==> src/rtl/ob_match.sv <==
// rtl/ob_match.sv - order-book head matcher with trade and reject channels (optional stats: OB_MATCH_STATS_EN)

package bcd_pkg;
  // Four packed BCD digits; plain unsigned compare orders valid BCD numerically.
  typedef logic [15:0] price_t;
endpackage

package ob_pkg;
  typedef logic [7:0]  uid_t;
  typedef logic [15:0] quantity_t;
  typedef struct packed {
    uid_t            uid;
    bcd_pkg::price_t price;
    quantity_t       quantity;
  } table_t;
endpackage

module ob_match
  import ob_pkg::*;
(
`ifdef OB_MATCH_STATS_EN
  output logic [31:0]     trade_cnt_r,
  output logic [31:0]     rej_cnt_r,
`endif
  input  logic            clk,
  input  logic            rst,
  input  logic            match_en,
  input  logic            bid_head_vld_r,
  input  logic            ask_head_vld_r,
  input  table_t          bid_head_r,
  input  table_t          ask_head_r,
  output logic            bid_head_pop,
  output logic            ask_head_pop,
  output logic            bid_head_upt,
  output logic            ask_head_upt,
  output table_t          bid_head_upt_tbl,
  output table_t          ask_head_upt_tbl,
  input  logic            bid_reject_vld_r,
  input  logic            ask_reject_vld_r,
  input  table_t          bid_reject_r,
  input  table_t          ask_reject_r,
  output logic            bid_reject_pop,
  output logic            ask_reject_pop,
  output logic            trade_vld,
  input  logic            trade_rdy,
  output uid_t            trade_bid_uid,
  output uid_t            trade_ask_uid,
  output bcd_pkg::price_t trade_price,
  output quantity_t       trade_qty,
  output logic            rej_vld,
  input  logic            rej_rdy,
  output logic            rej_is_ask,
  output table_t          rej_tbl,
  output logic            busy
);

  typedef enum logic [1:0] {IDLE, TRADE, SETTLE} state_t;

  state_t    r_state;
  table_t    r_bid;
  table_t    r_ask;
  quantity_t r_trade_qty;
  logic      r_ask_rej_pop_d;
  logic      r_bid_rej_pop_d;

  logic      w_cross;
  logic      w_trade_hs;
  logic      w_bid_gt;
  logic      w_ask_gt;
  quantity_t w_bid_rem;
  quantity_t w_ask_rem;
  logic      w_zero_upt;
  logic      w_ask_rej_av;
  logic      w_bid_rej_av;
  logic      w_rej_vld;
  logic      w_rej_hs;

  assign w_cross = match_en & bid_head_vld_r & ask_head_vld_r &
                   (bid_head_r.price >= ask_head_r.price);

  // Match FSM: snapshot both heads on entry to TRADE, hold until handshake, settle one cycle.
  always_ff @(posedge clk or negedge rst) begin
    if (!rst) begin
      r_state     <= IDLE;
      r_bid       <= '0;
      r_ask       <= '0;
      r_trade_qty <= '0;
    end else begin
      case (r_state)
        IDLE: begin
          if (w_cross) begin
            r_state     <= TRADE;
            r_bid       <= bid_head_r;
            r_ask       <= ask_head_r;
            r_trade_qty <= (bid_head_r.quantity < ask_head_r.quantity) ?
                           bid_head_r.quantity : ask_head_r.quantity;
          end
        end
        TRADE: begin
          if (trade_rdy) r_state <= SETTLE;
        end
        SETTLE: r_state <= IDLE;
        default: r_state <= IDLE;
      endcase
    end
  end

  assign trade_vld     = (r_state == TRADE);
  assign trade_bid_uid = r_bid.uid;
  assign trade_ask_uid = r_ask.uid;
  assign trade_price   = r_ask.price;
  assign trade_qty     = r_trade_qty;

  // Head actions fire only in the handshake cycle; the larger side is updated, the rest popped.
  assign w_trade_hs = (r_state == TRADE) & trade_rdy;
  assign w_bid_gt   = r_bid.quantity > r_ask.quantity;
  assign w_ask_gt   = r_ask.quantity > r_bid.quantity;
  assign w_bid_rem  = r_bid.quantity - r_trade_qty;
  assign w_ask_rem  = r_ask.quantity - r_trade_qty;

  assign bid_head_pop = w_trade_hs & ~w_bid_gt;
  assign ask_head_pop = w_trade_hs & ~w_ask_gt;
  assign bid_head_upt = w_trade_hs & w_bid_gt;
  assign ask_head_upt = w_trade_hs & w_ask_gt;

  assign bid_head_upt_tbl = {r_bid.uid, r_bid.price, w_bid_rem};
  assign ask_head_upt_tbl = {r_ask.uid, r_ask.price, w_ask_rem};

  // An update leaving zero quantity would mean the min() selection is broken.
  assign w_zero_upt = (bid_head_upt & (w_bid_rem == '0)) | (ask_head_upt & (w_ask_rem == '0));

  // Flags impossible head actions: zero-quantity update, or pop and update on one table.
  a_head_action_ok: assert property (@(posedge clk) disable iff (!rst)
    !w_zero_upt && !(bid_head_pop && bid_head_upt) && !(ask_head_pop && ask_head_upt));

  // The reject flags are registered in the tables, so mask a side for one cycle after its pop.
  always_ff @(posedge clk or negedge rst) begin
    if (!rst) begin
      r_ask_rej_pop_d <= 1'b0;
      r_bid_rej_pop_d <= 1'b0;
    end else begin
      r_ask_rej_pop_d <= ask_reject_pop;
      r_bid_rej_pop_d <= bid_reject_pop;
    end
  end

  assign w_ask_rej_av = ask_reject_vld_r & ~r_ask_rej_pop_d;
  assign w_bid_rej_av = bid_reject_vld_r & ~r_bid_rej_pop_d;
  assign w_rej_vld    = rst & (w_ask_rej_av | w_bid_rej_av);
  assign w_rej_hs     = w_rej_vld & rej_rdy;

  assign rej_vld        = w_rej_vld;
  assign rej_is_ask     = w_ask_rej_av;
  assign rej_tbl        = w_ask_rej_av ? ask_reject_r : bid_reject_r;
  assign ask_reject_pop = w_rej_hs & w_ask_rej_av;
  assign bid_reject_pop = w_rej_hs & ~w_ask_rej_av & w_bid_rej_av;

  assign busy = rst & ((r_state != IDLE) | w_cross);

`ifdef OB_MATCH_STATS_EN
  // Wrapping handshake counters for trades and rejects.
  always_ff @(posedge clk or negedge rst) begin
    if (!rst) begin
      trade_cnt_r <= '0;
      rej_cnt_r   <= '0;
    end else begin
      if (w_trade_hs) trade_cnt_r <= trade_cnt_r + 32'd1;
      if (w_rej_hs)   rej_cnt_r   <= rej_cnt_r + 32'd1;
    end
  end
`endif

endmodule

==> config.mk <==
export PLATFORM = sky130hd
export DESIGN_NAME = ob_match
export DESIGN_NICKNAME = d
export VERILOG_FILES = /design/src/rtl/ob_match.sv
export SDC_FILE = /design/constraint.sdc
export NUM_CORES = 1
export LEC_CHECK = 0
export CAP_MARGIN = 40
export CORE_ASPECT_RATIO = 0.5
export CORE_MARGIN = 2
export CORE_UTILIZATION = 45
export DETAILED_ROUTE_END_ITERATION = 6
export DONT_BUFFER_PORTS = 1
export SKIP_LAST_GASP = 1
export SLEW_MARGIN = 30
export SYNTH_ARGS = -nofsm -noshare
export SYNTH_HDL_FRONTEND = slang
export SYNTH_SLANG_ARGS = --single-unit
==> constraint.sdc <==
create_clock -name clk -period 2.6 [get_ports clk]
set_input_delay 0 -clock clk [delete_from_list [all_inputs] [get_ports clk]]
set_output_delay 0 -clock clk [all_outputs]
set_load 0.1 [all_outputs]
==> flow_summary.toml <==
[outcome]
outcome = "finished with violations"
violations = "setup timing"

[route]
wl_per_cell_um = 22.9
drtIter0Drc = 361
drt_first_pass_iters = 5
via_per_inst = 5.36
drc = 0
routed-via-count = 6384
routed_wirelength_mm = 27.3
antenna_left = 0

[global_route]
grt_max_degree = 101
grt_pass1_vias = 6301
grt_pass1_wl_mm = 37.6
antenna_found_initial = 23
grt.total_usage_pct = 28.8
gr-total-overflow = 0

[die]
dieArea_mm2 = 0.0181
ios = 347
start_util_pct = 46.3
dieHeight_um = 96.2
die_w_um = 188
rows = 33
core_area_mm2 = 0.0165

[final_layout]
post-route-util_pct = 66.7
fillCellCount = 1270
final_common_cell = "buf_4"
final_nets = 1195
area_growth_pct = 44.0
drive_gt1_share_pct = 39.2
final_cell_mix = "91 x buf_4, 83 x mux2_2, 82 x dlygate4sd3_1, 77 x inv_1, 67 x ha_1"
design_area_mm2 = 0.0110

[synth]
ys_ff_latch = 100
avgSynthCellArea_um2 = 9.60
synth_edf_count = 0
synthesis.nets = 1044
netlist-cell-type-count = 51
syn_area_mm2 = 0.00764
synthArstFlopShare_pct = 100
syn_inst = 796
yosys_warnings = 0
yosysSeqAreaShare_pct = 32.7
synth-main-ff-cell = "dfrtp_1"

[critical_path]
reg2regPathDepth = 4
criticalPathCategory = "flop to output pin"
rrSetupSlack_ns = 0.61
cp.required_ns = 2.60
cp.arrival_ns = 2.90
cp-start-kind = "flop"
end_kind = "output pin"
worst-path-max-fanout = 3

[sta]
relSlewSlack_pct = 40.1
maxSlewViolCount = 0
layout_setup_ws_ns = -0.299
finClkSkew_ns = 0.00944
rsz0062_at_grt = "yes"
period_needed_ns = 2.90
fmax_ghz = 0.345
tightest_slew_ns = 0.899
finalCritPeriodShare_pct = 112
hold_violations = 0
finalSetupViolCount = 13

[flow_run]
maxCapViolCount = 0

[clock_tree]
clk_pin_slew_ns = 0.07
cts_buffer_depth = 2
clock-root-buffer = "clkbuf_16"
numClockSinks = 100
clkLatencyLatePin_ns = 0.34
cts_buffers = 9
cts_tree = "built"
htreeDepth = 3

[worst_hold_path]
hold_depth = 2
worstHoldPathType = "input port to flop"

[placement]
portBuffers = 0
pre_cts_ws_ns = -0.0488
place_area_mm2 = 0.00928
dpl.hpwl_mm = 21.5
gp_congestion = 0.900
timing repair:
action,CTS,global route
hold buffers,83,0
gates resized for setup,40,32
endpoints found under the setup margin,19,24
endpoints found under the hold margin,198,0
buffers inserted,12,7
pin swaps,20,23
cells in the mapped netlist (16+ instances only):
cell	number	area (µm²)
dfrtp_1	100	2500
buf_4	83	623
mux2_2	83	935
inv_1	81	304
ha_1	77	963
nor2_1	49	184
a21oi_1	42	210
nand2_1	40	150
o21ai_0	39	195
mux2_1	20	225
mux2i_1	17	170
nand3_1	16	80.1
xnor2_1	16	140
critical path, cell delays in order (launching register included):
cell and delay [ns]:
dfrtp_4 0.49, ha_4 0.17, fa_2 0.37, nor2b_2 0.19, o21ai_2 0.11, a211o_1 0.32, a21o_1 0.20, and4b_1 0.22
a311oi_4 0.26, buf_12 0.22
state kept, by name, indices dropped and copies added, names as in the netlist:
signal	flops
bid_head_upt_tbl	16
r_ask_rej_pop_d	1
r_bid	16
r_bid_rej_pop_d	1
trade_qty	16
trade_price	16
trade_bid_uid	8
r_state	2
trade_ask_uid	8
r_ask	16
logic make-up (layout without fill, tap and decap cells):
kind of cell | Yosys count | after routing | synth area share, %
AOI/OAI and AO/OA | 147 | 147 | 12.2
xor gates and xnor gates | 19 | 19 | 2.18
adders and majority gates | 79 | 79 | 13.1
buffers and inverters | 183 | 338 | 13.4
DFF | 100 | 100 | 32.7
muxes | 120 | 120 | 17.4
other | 0 | 12 | 0
and+or+nand+nor | 148 | 148 | 8.90
final cells by class:
| cell class | count | area, µm² | area share (%) |
|---|---|---|---|
| Sequential cell | 100 | 2580 | 23.4 |
| Timing Repair Buffer | 242 | 2780 | 25.2 |
| Inverter | 81 | 309 | 2.81 |
| Clock buffer | 10 | 229 | 2.08 |
| Multi-Input combinational cell | 513 | 4770 | 43.4 |
| Clock inverter | 5 | 31.3 | 0.284 |
| Tap cell | 227 | 284 | 2.58 |
| Antenna cell | 12 | 30.0 | 0.273 |
through the flow:
| step | instances | hold slack (ns) | setup TNS, ns |
|---|---|---|---|
| detailed placement | 1052 | -0.294 | -0.0488 |
| floorplan | 796 | -0.296 | -1.81 |
| global placement | 1028 | -0.294 | -0.0444 |
| global route | 1182 | 0.0936 | -3.08 |
| finish | 1190 | 0.0964 | -1.70 |
| CTS | 1162 | 0.0880 | -1.67 |
final timing paths:
| kind | start | end |
|---|---|---|
| min in group asynchronous | rst | trade_price[4] |
| worst min-delay path | rst | r_ask_rej_pop_d |
| worst max register to register | r_state[1] | trade_ask_uid[0] |
| worst min register to register | trade_ask_uid[1] | trade_ask_uid[1] |
| worst max-delay path | trade_qty[0] | ask_head_upt_tbl[14] |
| max in group asynchronous | rst | trade_qty[8] |
routing by layer:
layer  global-route usage [%]  wire (µm)
met3                     16.9       3560
met2                     45.4      12500
met1                     33.7      10600
met4                     7.55        492
met5                        0         79
Power is left out: the tool's default activity adds up to more than one toggle a clock period on the data nets, which glitch-free logic cannot reach.
